$ cat src/rtl/vga_scan_timing.sv
`timescale 1ns/1ps
// Purpose: VGA scan timing generator + registered pixel/sync output stage for the chaos-map display path.
// Latency: pins show the coordinate that was on row/col one pixel period earlier (colour, HS, VS all aligned).
// Backpressure: none; free-running scan. The colour inputs must settle combinationally from row/col.
//
// Ports:
//   CLK, RST                    - system clock, synchronous active-high reset
//   red_in/green_in/blue_in     - colour bits for the current row/col
//   row, col                    - vertical / horizontal scan counters (not masked in blanking)
//   active                      - current counters are inside the visible area
//   pix_en                      - one-CLK strobe per pixel period
//   frame_start, frame_cnt      - one-CLK pulse at each frame wrap, completed-frame counter
//   VGA_R/G/B, VGA_HS/VGA_VS    - registered connector pins
module vga_scan_timing #(
  parameter int H_ACTIVE = 640,
  parameter int H_FP     = 16,
  parameter int H_SYNC   = 96,
  parameter int H_BP     = 48,
  parameter int V_ACTIVE = 480,
  parameter int V_FP     = 10,
  parameter int V_SYNC   = 2,
  parameter int V_BP     = 33,
  parameter int CLK_DIV  = 2,
  parameter int SYNC_POL = 0
) (
  input  logic        CLK,
  input  logic        RST,
  input  logic        red_in,
  input  logic        green_in,
  input  logic        blue_in,
  output logic [9:0]  row,
  output logic [9:0]  col,
  output logic        active,
  output logic        pix_en,
  output logic        frame_start,
  output logic [15:0] frame_cnt,
  output logic        VGA_R,
  output logic        VGA_G,
  output logic        VGA_B,
  output logic        VGA_HS,
  output logic        VGA_VS
);

  localparam int H_TOTAL = H_ACTIVE + H_FP + H_SYNC + H_BP;
  localparam int V_TOTAL = V_ACTIVE + V_FP + V_SYNC + V_BP;
  localparam int DIV_W   = (CLK_DIV > 1) ? $clog2(CLK_DIV) : 1;

  localparam logic [DIV_W-1:0] DIV_LAST = DIV_W'(CLK_DIV - 1);
  localparam logic [9:0]       H_LAST   = 10'(H_TOTAL - 1);
  localparam logic [9:0]       V_LAST   = 10'(V_TOTAL - 1);

  // Decode bounds are 11 bits because ACTIVE+FP+SYNC may reach 1024.
  localparam logic [10:0] H_VIS_END = 11'(H_ACTIVE);
  localparam logic [10:0] HS_BEG    = 11'(H_ACTIVE + H_FP);
  localparam logic [10:0] HS_END    = 11'(H_ACTIVE + H_FP + H_SYNC);
  localparam logic [10:0] V_VIS_END = 11'(V_ACTIVE);
  localparam logic [10:0] VS_BEG    = 11'(V_ACTIVE + V_FP);
  localparam logic [10:0] VS_END    = 11'(V_ACTIVE + V_FP + V_SYNC);

  // Deasserted pin level: high for active-low sync, low for active-high sync.
  localparam logic SYNC_IDLE = (SYNC_POL == 0);

  if (H_TOTAL > 1024 || V_TOTAL > 1024 || CLK_DIV < 1) begin : g_param_check
    $error("vga_scan_timing: totals must be <= 1024 and CLK_DIV >= 1");
  end

  logic [DIV_W-1:0] div_cnt;
  logic [DIV_W-1:0] div_nxt;
  logic [9:0]       hcnt;
  logic [9:0]       vcnt;
  logic             hs_raw;
  logic             vs_raw;
  logic             line_end;
  logic             frame_end;

  assign row = vcnt;
  assign col = hcnt;

  always_comb begin
    div_nxt   = (div_cnt == DIV_LAST) ? '0 : div_cnt + DIV_W'(1);
    active    = ({1'b0, hcnt} < H_VIS_END) && ({1'b0, vcnt} < V_VIS_END);
    hs_raw    = ({1'b0, hcnt} >= HS_BEG) && ({1'b0, hcnt} < HS_END);
    vs_raw    = ({1'b0, vcnt} >= VS_BEG) && ({1'b0, vcnt} < VS_END);
    line_end  = (hcnt == H_LAST);
    frame_end = line_end && (vcnt == V_LAST);
  end

  always_ff @(posedge CLK) begin
    if (RST) begin
      div_cnt     <= '0;
      pix_en      <= 1'b0;
      hcnt        <= '0;
      vcnt        <= '0;
      frame_start <= 1'b0;
      frame_cnt   <= '0;
      VGA_R       <= 1'b0;
      VGA_G       <= 1'b0;
      VGA_B       <= 1'b0;
      VGA_HS      <= SYNC_IDLE;
      VGA_VS      <= SYNC_IDLE;
    end else begin
      div_cnt     <= div_nxt;
      // Registered strobe: mirrors div_cnt == CLK_DIV-1 but reads 0 straight out of reset.
      pix_en      <= (div_nxt == DIV_LAST);
      frame_start <= 1'b0;
      if (pix_en) begin
        if (line_end) begin
          hcnt <= '0;
          if (frame_end) begin
            vcnt        <= '0;
            frame_start <= 1'b1;
            frame_cnt   <= frame_cnt + 16'd1;
          end else begin
            vcnt <= vcnt + 10'd1;
          end
        end else begin
          hcnt <= hcnt + 10'd1;
        end
        // Colour and sync are captured on the same edge so they share the one-pixel delay.
        VGA_R  <= red_in   & active;
        VGA_G  <= green_in & active;
        VGA_B  <= blue_in  & active;
        VGA_HS <= hs_raw ^ SYNC_IDLE;
        VGA_VS <= vs_raw ^ SYNC_IDLE;
      end
    end
  end

endmodule

$ cat config.mk
export PLATFORM = sky130hd
export DESIGN_NAME = vga_scan_timing
export DESIGN_NICKNAME = d
export VERILOG_FILES = /design/src/rtl/vga_scan_timing.sv
export SDC_FILE = /design/constraint.sdc
export NUM_CORES = 1
export LEC_CHECK = 0
export ABC_AREA = 1
export BUFFER_PORTS_ARGS = -buffer_cell sky130_fd_sc_hd__buf_4
export CORE_MARGIN = 5
export CORE_UTILIZATION = 44
export DETAILED_ROUTE_END_ITERATION = 12
export HOLD_SLACK_MARGIN = 0.03
export PLACE_DENSITY_LB_ADDON = 0.25
export SYNTH_ARGS = -nofsm -noshare
export SYNTH_HDL_FRONTEND = slang
export SYNTH_SLANG_ARGS = --single-unit
export TNS_END_PERCENT = 5
$ cat constraint.sdc
create_clock -name CLK -period 4.4 [get_ports CLK]
set_clock_uncertainty 0.2 [all_clocks]
set_input_delay 0.88 -clock CLK [delete_from_list [all_inputs] [get_ports CLK]]
set_output_delay 0.88 -clock CLK [all_outputs]
set_load 0.01 [all_outputs]
==> reports/qor.yml, run 1 <==
yosys:
  yosys-top-cells-area: "dfxtp_1 (38%), nand2_1 (15%), inv_1 (8.4%), nor2_1 (8.0%), nand3_1 (6.9%)"
  synth_warnings: 0
  synth_most_common_cell: "nand2_1"
  synthFlopType: "dfxtp_1"
  syn-mean-instance-area_um2: 6.637
  ys_types: 28
  synth_edf_count: 0
  yosys-top-cells-count: "nand2_1 (88), inv_1 (50), nor2_1 (48)"
  synth_area_um2: 2243
  yosys_register_bits: 43
  synth_area_leader_cell: "dfxtp_1"
  synthCells: 338
  synthArstFlopShare_pct: 0
  netlist.area_leader.share_pct: 38.37
  synthesis.nets: 348
  ys_seq_area_share_pct: 38.37
global_routing:
  use_met3_pct: 5.654
  grt_pass1_vias: 2096
  grtUsageTotal_pct: 18.03
  use_met1_pct: 21.85
  grt_antenna_before_repair: 0
  met2_usage_pct: 30.37
  grt.overflow.total: 0
  grt_max_degree: 15
  top_usage_layer: "met2"
  grt_pass1_wl_um: 9390
sta:
  fmax_ghz: 0.3921
  setup_viol: 0
  final-hold-violation-count: 0
  rsz0062_at_grt: "false"
  slew_viol_final: 0
  fin_crit_ns: 2.551
  worst_slew_pin_slew_ns: 0.5542
  tns_ns: 0
  maxSlewHeadroom_pct: 62.92
  fin_crit_sh_pct: 57.97
finish:
  n_antenna_cell: 0
  synthToLayoutAreaGrowth_pct: 24.04
  drive_above_1_share_pct: 17.60
  multi_input_area_um2: 1180
  seq_area_um2: 860.8
  final_nets: 401
  fill_cells: 499
  stdcell_count: 462
routing:
  drc: 0
  drt_pass1_iterations: 4
  vias: 2212
  ant_nets: 0
  drt_wl_total_um: 5409
  drt-initial-drc-count: 114
  wire_per_inst_um: 11.71
  avgViaCountPerCell: 4.788
worst_setup_path:
  crit_type: "reg -> out"
  critPathMaxFanout: 6
  max_stage_delay_ns: 0.42
  crit_chain: "nand2_1 > nor3_1 > nor2_1 > buf_4"
  crit_path_start_kind: "flip-flop"
  cp_slowest_cell: "dfxtp_1"
  critPathTopFamily: "simple AND/OR/NAND/NOR gates"
  worst-path-buf-inv: 1
  cp.arrival_ns: 1.47
  end_kind: "output port"
  cp.required_ns: 3.32
  rrSetupSlack_ns: 2.28
placed_design:
  numPortBuffers: 48
  dp_hpwl_um: 4154
  place.gp.congestion: 0.9632
  place_inst: 454
run:
  cap_violations: 0
clocking:
  cts_buffer_depth: 2
  cts_inserted_buffers: 5
  path_clk_slew_ns: 0.09
  postCtsHoldBufs: 0
  h-tree-depth: 2
  cts_tree: "yes"
  clk_latency_ns: 0.30
  cts_setup_buffers: 0
  post_cts_resized: 0
  root_buffer: "clkbuf_8"
  cts_sinks: 43
min_path:
  hold_path_class: "reg -> reg"
power:
  powerDensity_nw_per_um2: 250.3
  power_leakage_nw: 1.238
  ir_drop_mv: 0.1883
floorplanning:
  fp.dieH_um: 81.41
  core_um2: 5042
  start_util_pct: 44.49
  rows: 26
  ios: 49
  fp.dieW_um: 81.41
  fp.dieArea_um2: 6627
status:
  status: "finished, final reports clean"
per-layer routing:
layer	share of wire [%]	wire (um)
met3	7.5	408
met5	0	0
met2	46	2510
met4	1.3	68
met1	45	2421
path summary, 6_finish.rpt:
path,startpoint,endpoint,cells after the start
max,row[6]$_SDFFE_PP0P_,active,4
min,VGA_R$_SDFFE_PP0P_,VGA_R$_SDFFE_PP0P_,2
max reg2reg,row[0]$_SDFFE_PP0P_,row[9]$_SDFFE_PP0P_,9
min reg2reg,VGA_R$_SDFFE_PP0P_,VGA_R$_SDFFE_PP0P_,2
cells in the final DEF, fill, tap and decap left out:
| cell type | count |
|---|---|
| xnor2_1 | 1 |
| nor4_1 | 1 |
| clkinv_4 | 1 |
| buf_4 | 48 |
| nor3b_1 | 1 |
| xor2_1 | 2 |
| o21bai_1 | 1 |
| o211ai_1 | 1 |
| clkbuf_8 | 6 |
| inv_1 | 50 |
| nand4_2 | 1 |
| o21ai_0 | 8 |
| nand3_4 | 1 |
| nand3b_1 | 2 |
| nand2_1 | 88 |
| nand3_1 | 31 |
| nor3_1 | 14 |
| dfxtp_1 | 43 |
| nor2_8 | 1 |
| nor2_1 | 48 |
| nor2_4 | 5 |
| o22ai_1 | 1 |
| a21oi_1 | 18 |
| a31oi_1 | 1 |
| nand3_2 | 1 |
| clkinvlp_4 | 1 |
| inv_2 | 2 |
| ha_1 | 5 |
| o21ai_1 | 3 |
| nand4_1 | 4 |
| nor2_2 | 2 |
final cells by class:
cell class,count,share of cell area (%)
multi-input combinational,241,42.40
sequential,43,30.94
timing repair buffer,48,12.95
inverter,52,7.014
clock inverter,2,0.5845
clock buffer,6,2.968
tap,70,3.147
power by group:
group / switching [mW] / internal, mW / leakage [nW]
combinational: 0.0176 / 0.0112 / 0.843
sequential: 0.00404 / 0.393 / 0.347
clock: 0.143 / 0.128 / 0.0474
total: 0.165 / 0.532 / 1.24
sequential cells by signal (all words and copies together) (netlist names):
register	flops
VGA_B	1
VGA_VS	1
VGA_G	1
frame_start	1
VGA_R	1
frame_cnt	16
row	10
col	10
VGA_HS	1
div_cnt	1
worst min-delay path, delay by kind of cell, from the launching register on:
kind	cells	cell delay (ns)
and+or+nand+nor	2	0.10
DFF	1	0.32
through the flow:
| stage | area, um2 | util (%) | hold slack, ns | setup WS (ns) | power (mW) |
|---|---|---|---|---|---|
| floorplan | 2243 | - | 0.2737 | 2.418 | 0.4213 |
| CTS | 2783 | 55.19 | 0.2586 | 1.843 | 0.7051 |
| detailed placement | 2684 | 53.23 | 0.2418 | 2.176 | 0.4349 |
| global route | 2783 | 55.19 | 0.2706 | 1.693 | 0.7245 |
| global placement | 2684 | 53.23 | 0.2405 | 2.231 | 0.4344 |
| finish | 2783 | 55.19 | 0.2562 | 1.849 | 0.6964 |
logic make-up after synthesis:
| group | Yosys count | synth area share (%) |
|---|---|---|
| DFF | 43 | 38.37 |
| buffers and inverters | 54 | 9.035 |
| xor gates and xnor gates | 3 | 1.171 |
| AOI/OAI and AO/OA | 33 | 7.697 |
| and+or+nand+nor | 200 | 40.94 |
| adders and majority gates | 5 | 2.789 |
(Power assumes the default switching activity.)
==> inputs of run 2 (changes only) <==
ABC_AREA = 0   (was 1)
clock period = 2.3 ns   (was 4.4 ns; I/O delays follow)
==> reports/qor.yml, run 2 <==
sta:
  final-hold-violation-count: 0  # unchanged
  slew_viol_final: 0  # unchanged
  fmax_ghz: 0.4578
  fin_crit_ns: 2.184
  worst_slack_ns: 0.1158  # -1.734 ns
  worst_slew_pin_slew_ns: 0.3735  # -0.1806 ns
  fin_crit_sh_pct: 94.96
  finalHoldWorstSlack_ns: 0.1781  # -0.07805 ns
  setup_viol: 0  # unchanged
  maxSlewHeadroom_pct: 74.75  # +12 points
worst_setup_path:
  crit_path_start_kind: "flip-flop"
  crit_chain: "ha_1 > and3_1 > nand4_1 > or3_1 > nor3_2 > mux2_2"
  reg2regPathDepth: 6  # -3
  worst-path-buf-inv: 0  # -1
  cp.arrival_ns: 2.16  # +0.69 ns
  crit_type: "reg -> reg"
  rrSetupSlack_ns: 0.12  # -2.16 ns
  end_kind: "flip-flop"
  r2r-start: "col[1]$_SDFFE_PP0P_"
  r2r-end: "frame_cnt[14]$_SDFFE_PP0P_"
  critPathMaxFanout: 4  # -2
  max_stage_delay_ns: 0.46  # +0.04 ns
  cp.depth: 6  # +2
  cp-endpoint: "frame_cnt[14]$_SDFFE_PP0P_"
  critPathTopFamily: "simple AND/OR/NAND/NOR gates"
  cp.required_ns: 2.28  # -1.04 ns
  startpoint: "col[1]$_SDFFE_PP0P_"
  cp_slowest_cell: "or3_1"
yosys:
  syn-mean-instance-area_um2: 8.676  # +31%
  synthAdderAreaFrac_pct: 3.149  # +0.36 points
  ys_seq_area_share_pct: 43.32  # +5.0 points
  muxShareOfSynthArea_pct: 1.637  # +1.6 points
  ys_types: 36  # +29%
  synth_area_um2: 1987  # -11%
  synth_edf_count: 0  # unchanged
  synth_most_common_cell: "dfxtp_1"
  synthFlopType: "dfxtp_1"
  synth_warnings: 0  # unchanged
  synthCells: 229  # -32%
  synthesis.nets: 239  # -31%
  yosys-top-cells-area: "dfxtp_1 (43%), xnor2_1 (7.1%), nor2_1 (6.4%), xor2_1 (5.3%), nor3_1 (3.8%)"
  synth_area_leader_cell: "dfxtp_1"
  yosys_register_bits: 43  # unchanged
  yosys-top-cells-count: "dfxtp_1 (43), nor2_1 (34), xnor2_1 (16)"
  synth_xor_area_share_pct: 12.34  # +11 points
  netlist.area_leader.share_pct: 43.32  # +5.0 points
  synth_top_family_by_area: "simple AND/OR/NAND/NOR gates"
  synth-simple-area-share_pct: 30.67  # -10 points
  synth_compound_area_share_pct: 4.723  # -3.0 points
  synthArstFlopShare_pct: 0  # unchanged
global_routing:
  grtUsageTotal_pct: 15.35  # -2.7 points
  grt_pass1_vias: 1724  # -18%
  use_met3_pct: 3.747  # -1.9 points
  grt_antenna_before_repair: 0  # unchanged
  grt_max_degree: 35  # +20
  grt.overflow.total: 0  # unchanged
  grt_pass1_wl_um: 7748  # -17%
  top_usage_layer: "met2"
  met2_usage_pct: 24.58  # -5.8 points
  use_met1_pct: 19.77  # -2.1 points
floorplanning:
  start_util_pct: 45.63  # +1.1 points
  fp.dieH_um: 77.20  # -5.2%
  fp.dieW_um: 77.20  # -5.2%
  rows: 24  # -7.7%
  ios: 49  # unchanged
  fp.dieArea_um2: 5960  # -10%
  core_um2: 4354  # -14%
finish:
  final_cell_mix: "buf_4 (74), dfxtp_1 (42), nor2_1 (34), xnor2_1 (16), nor3_1 (14)"
  final_common_cell: "buf_4"
  n_antenna_cell: 0  # unchanged
  stdcell_count: 350  # -24%
  multi_input_area_um2: 1061  # -10%
  final_area_um2: 2646  # -4.9%
  drive_above_1_share_pct: 29.53  # +12 points
  largest_register: "frame_cnt"
  synthToLayoutAreaGrowth_pct: 33.19
  fill_cells: 395  # -21%
  finish.utilization_pct: 60.78  # +5.6 points
  seq_area_um2: 862.1  # +0.15%
  largest_register_ffs: 16  # unchanged
  final_nets: 309  # -23%
power:
  pwr-share-seq_pct: 60.2  # +3.3 points
  power_leakage_nw: 1.077  # -13%
  power_frac_comb_pct: 4.9  # +0.8 points
  powerDensity_nw_per_um2: 474.1  # +89%
  p_sw_uw: 272.7  # +66%
  clkPwrFrac_pct: 34.9  # -4.0 points
  swShare_pct: 21.74  # -1.9 points
  cell_internal_pwr_uw: 982.0  # +85%
  ir_drop_mv: 0.3887  # +110%
routing:
  vias: 1833  # -17%
  drt-initial-drc-count: 110  # -3.5%
  ant_nets: 0  # unchanged
  avgViaCountPerCell: 5.237  # +9.4%
  drc: 0  # unchanged
  drt_pass1_iterations: 4  # unchanged
  drt_wl_total_um: 4533  # -16%
  wire_per_inst_um: 12.95  # +11%
clocking:
  cts_sinks: 43  # unchanged
  clk_latency_ns: 0.29  # about the same
  cts_buffer_depth: 2  # unchanged
  cts_inserted_buffers: 5  # unchanged
  postCtsHoldBufs: 0  # unchanged
  cts_tree: "yes"
  root_buffer: "clkbuf_8"
  path_clk_slew_ns: 0.08  # about the same
  h-tree-depth: 2  # unchanged
placed_design:
  numPortBuffers: 48  # unchanged
  place_ws_ns: 0.01780  # -2.158 ns
  place.gp.congestion: 0.7885  # -18%
  placed_cell_area_um2: 2547  # -5.1%
  dp_hpwl_um: 3339  # -20%
  place_inst: 343  # -24%
run:
  cap_violations: 0  # unchanged
status:
  status: "finished, final reports clean"
min_path:
  hold_path_class: "in -> reg"
## run 2: repair_timing
| action | 4_1_cts | 5_1_grt |
|---|---|---|
| endpoints found under the setup margin | 0 | 10 |
| gates resized for setup | 0 | 5 |
| setup buffers | 0 | 1 |
| endpoints found under the hold margin | 0 | 0 |
## run 2: logic make-up after synthesis
group                    Yosys count
AND/OR/NAND/NOR                  116
adder cells (fa/ha/maj)            5
multiplexers                       3
AO/OA/AOI/OAI                     15
buffers and inverters             19
flip-flops                        43
XOR/XNOR                          28
## run 2: stage by stage
step / TNS (ns) / total power, mW
5_1_grt: -0.00009970 / 1.307
3_3_place_gp: 0 / 0.8350
4_1_cts: 0 / 1.273
3_5_place_dp: 0 / 0.8350
2_1_floorplan: 0 / 0.8051
6_report: 0 / 1.255
## run 2: per-layer routing
metal | up-vias | routed length (um)
met3 | 9 | 283
met4 | 0 | 71
met1 | 848 | 2170
met5 | - | 0
li1 | 924 | -
met2 | 52 | 2008
## run 2: worst min-delay path by stage
stage	cells past startpoint	endpoint	startpoint	slack (ns)
after floorplan	1	VGA_B$_SDFFE_PP0P_	VGA_B$_SDFFE_PP0P_	0.32
after CTS	2	VGA_G$_SDFFE_PP0P_	green_in	0.18
after detailed placement	1	VGA_R$_SDFFE_PP0P_	VGA_R$_SDFFE_PP0P_	0.27
after global placement	1	VGA_R$_SDFFE_PP0P_	VGA_R$_SDFFE_PP0P_	0.27
after global routing	2	VGA_G$_SDFFE_PP0P_	green_in	0.18
final	2	VGA_G$_SDFFE_PP0P_	green_in	0.18
## run 2: worst reg2reg max path: cells and delay by family, from the launching register on
| kind | cells | cell delay, ns |
|---|---|---|
| DFF | 1 | 0.34 |
| and+or+nand+nor | 4 | 1.00 |
| muxes | 1 | 0.35 |
| adders and majority gates | 1 | 0.19 |
## run 2: power groups by stage
stage	logic, mW	registers (mW)	clock network [mW]
5_1_grt	0.0683	0.756	0.483
2_1_floorplan	0.0265	0.779	0
6_report	0.0619	0.755	0.438
4_1_cts	0.0628	0.755	0.455
3_3_place_gp	0.0627	0.772	0
3_5_place_dp	0.0624	0.773	0
## run 2: area by class of cell
class | count | area share (%)
Timing Repair Buffer | 74 | 20.99
Inverter | 8 | 1.135
Clock buffer | 6 | 2.742
Multi-Input combinational cell | 167 | 40.09
Tap cell | 52 | 2.459
Sequential cell | 43 | 32.58
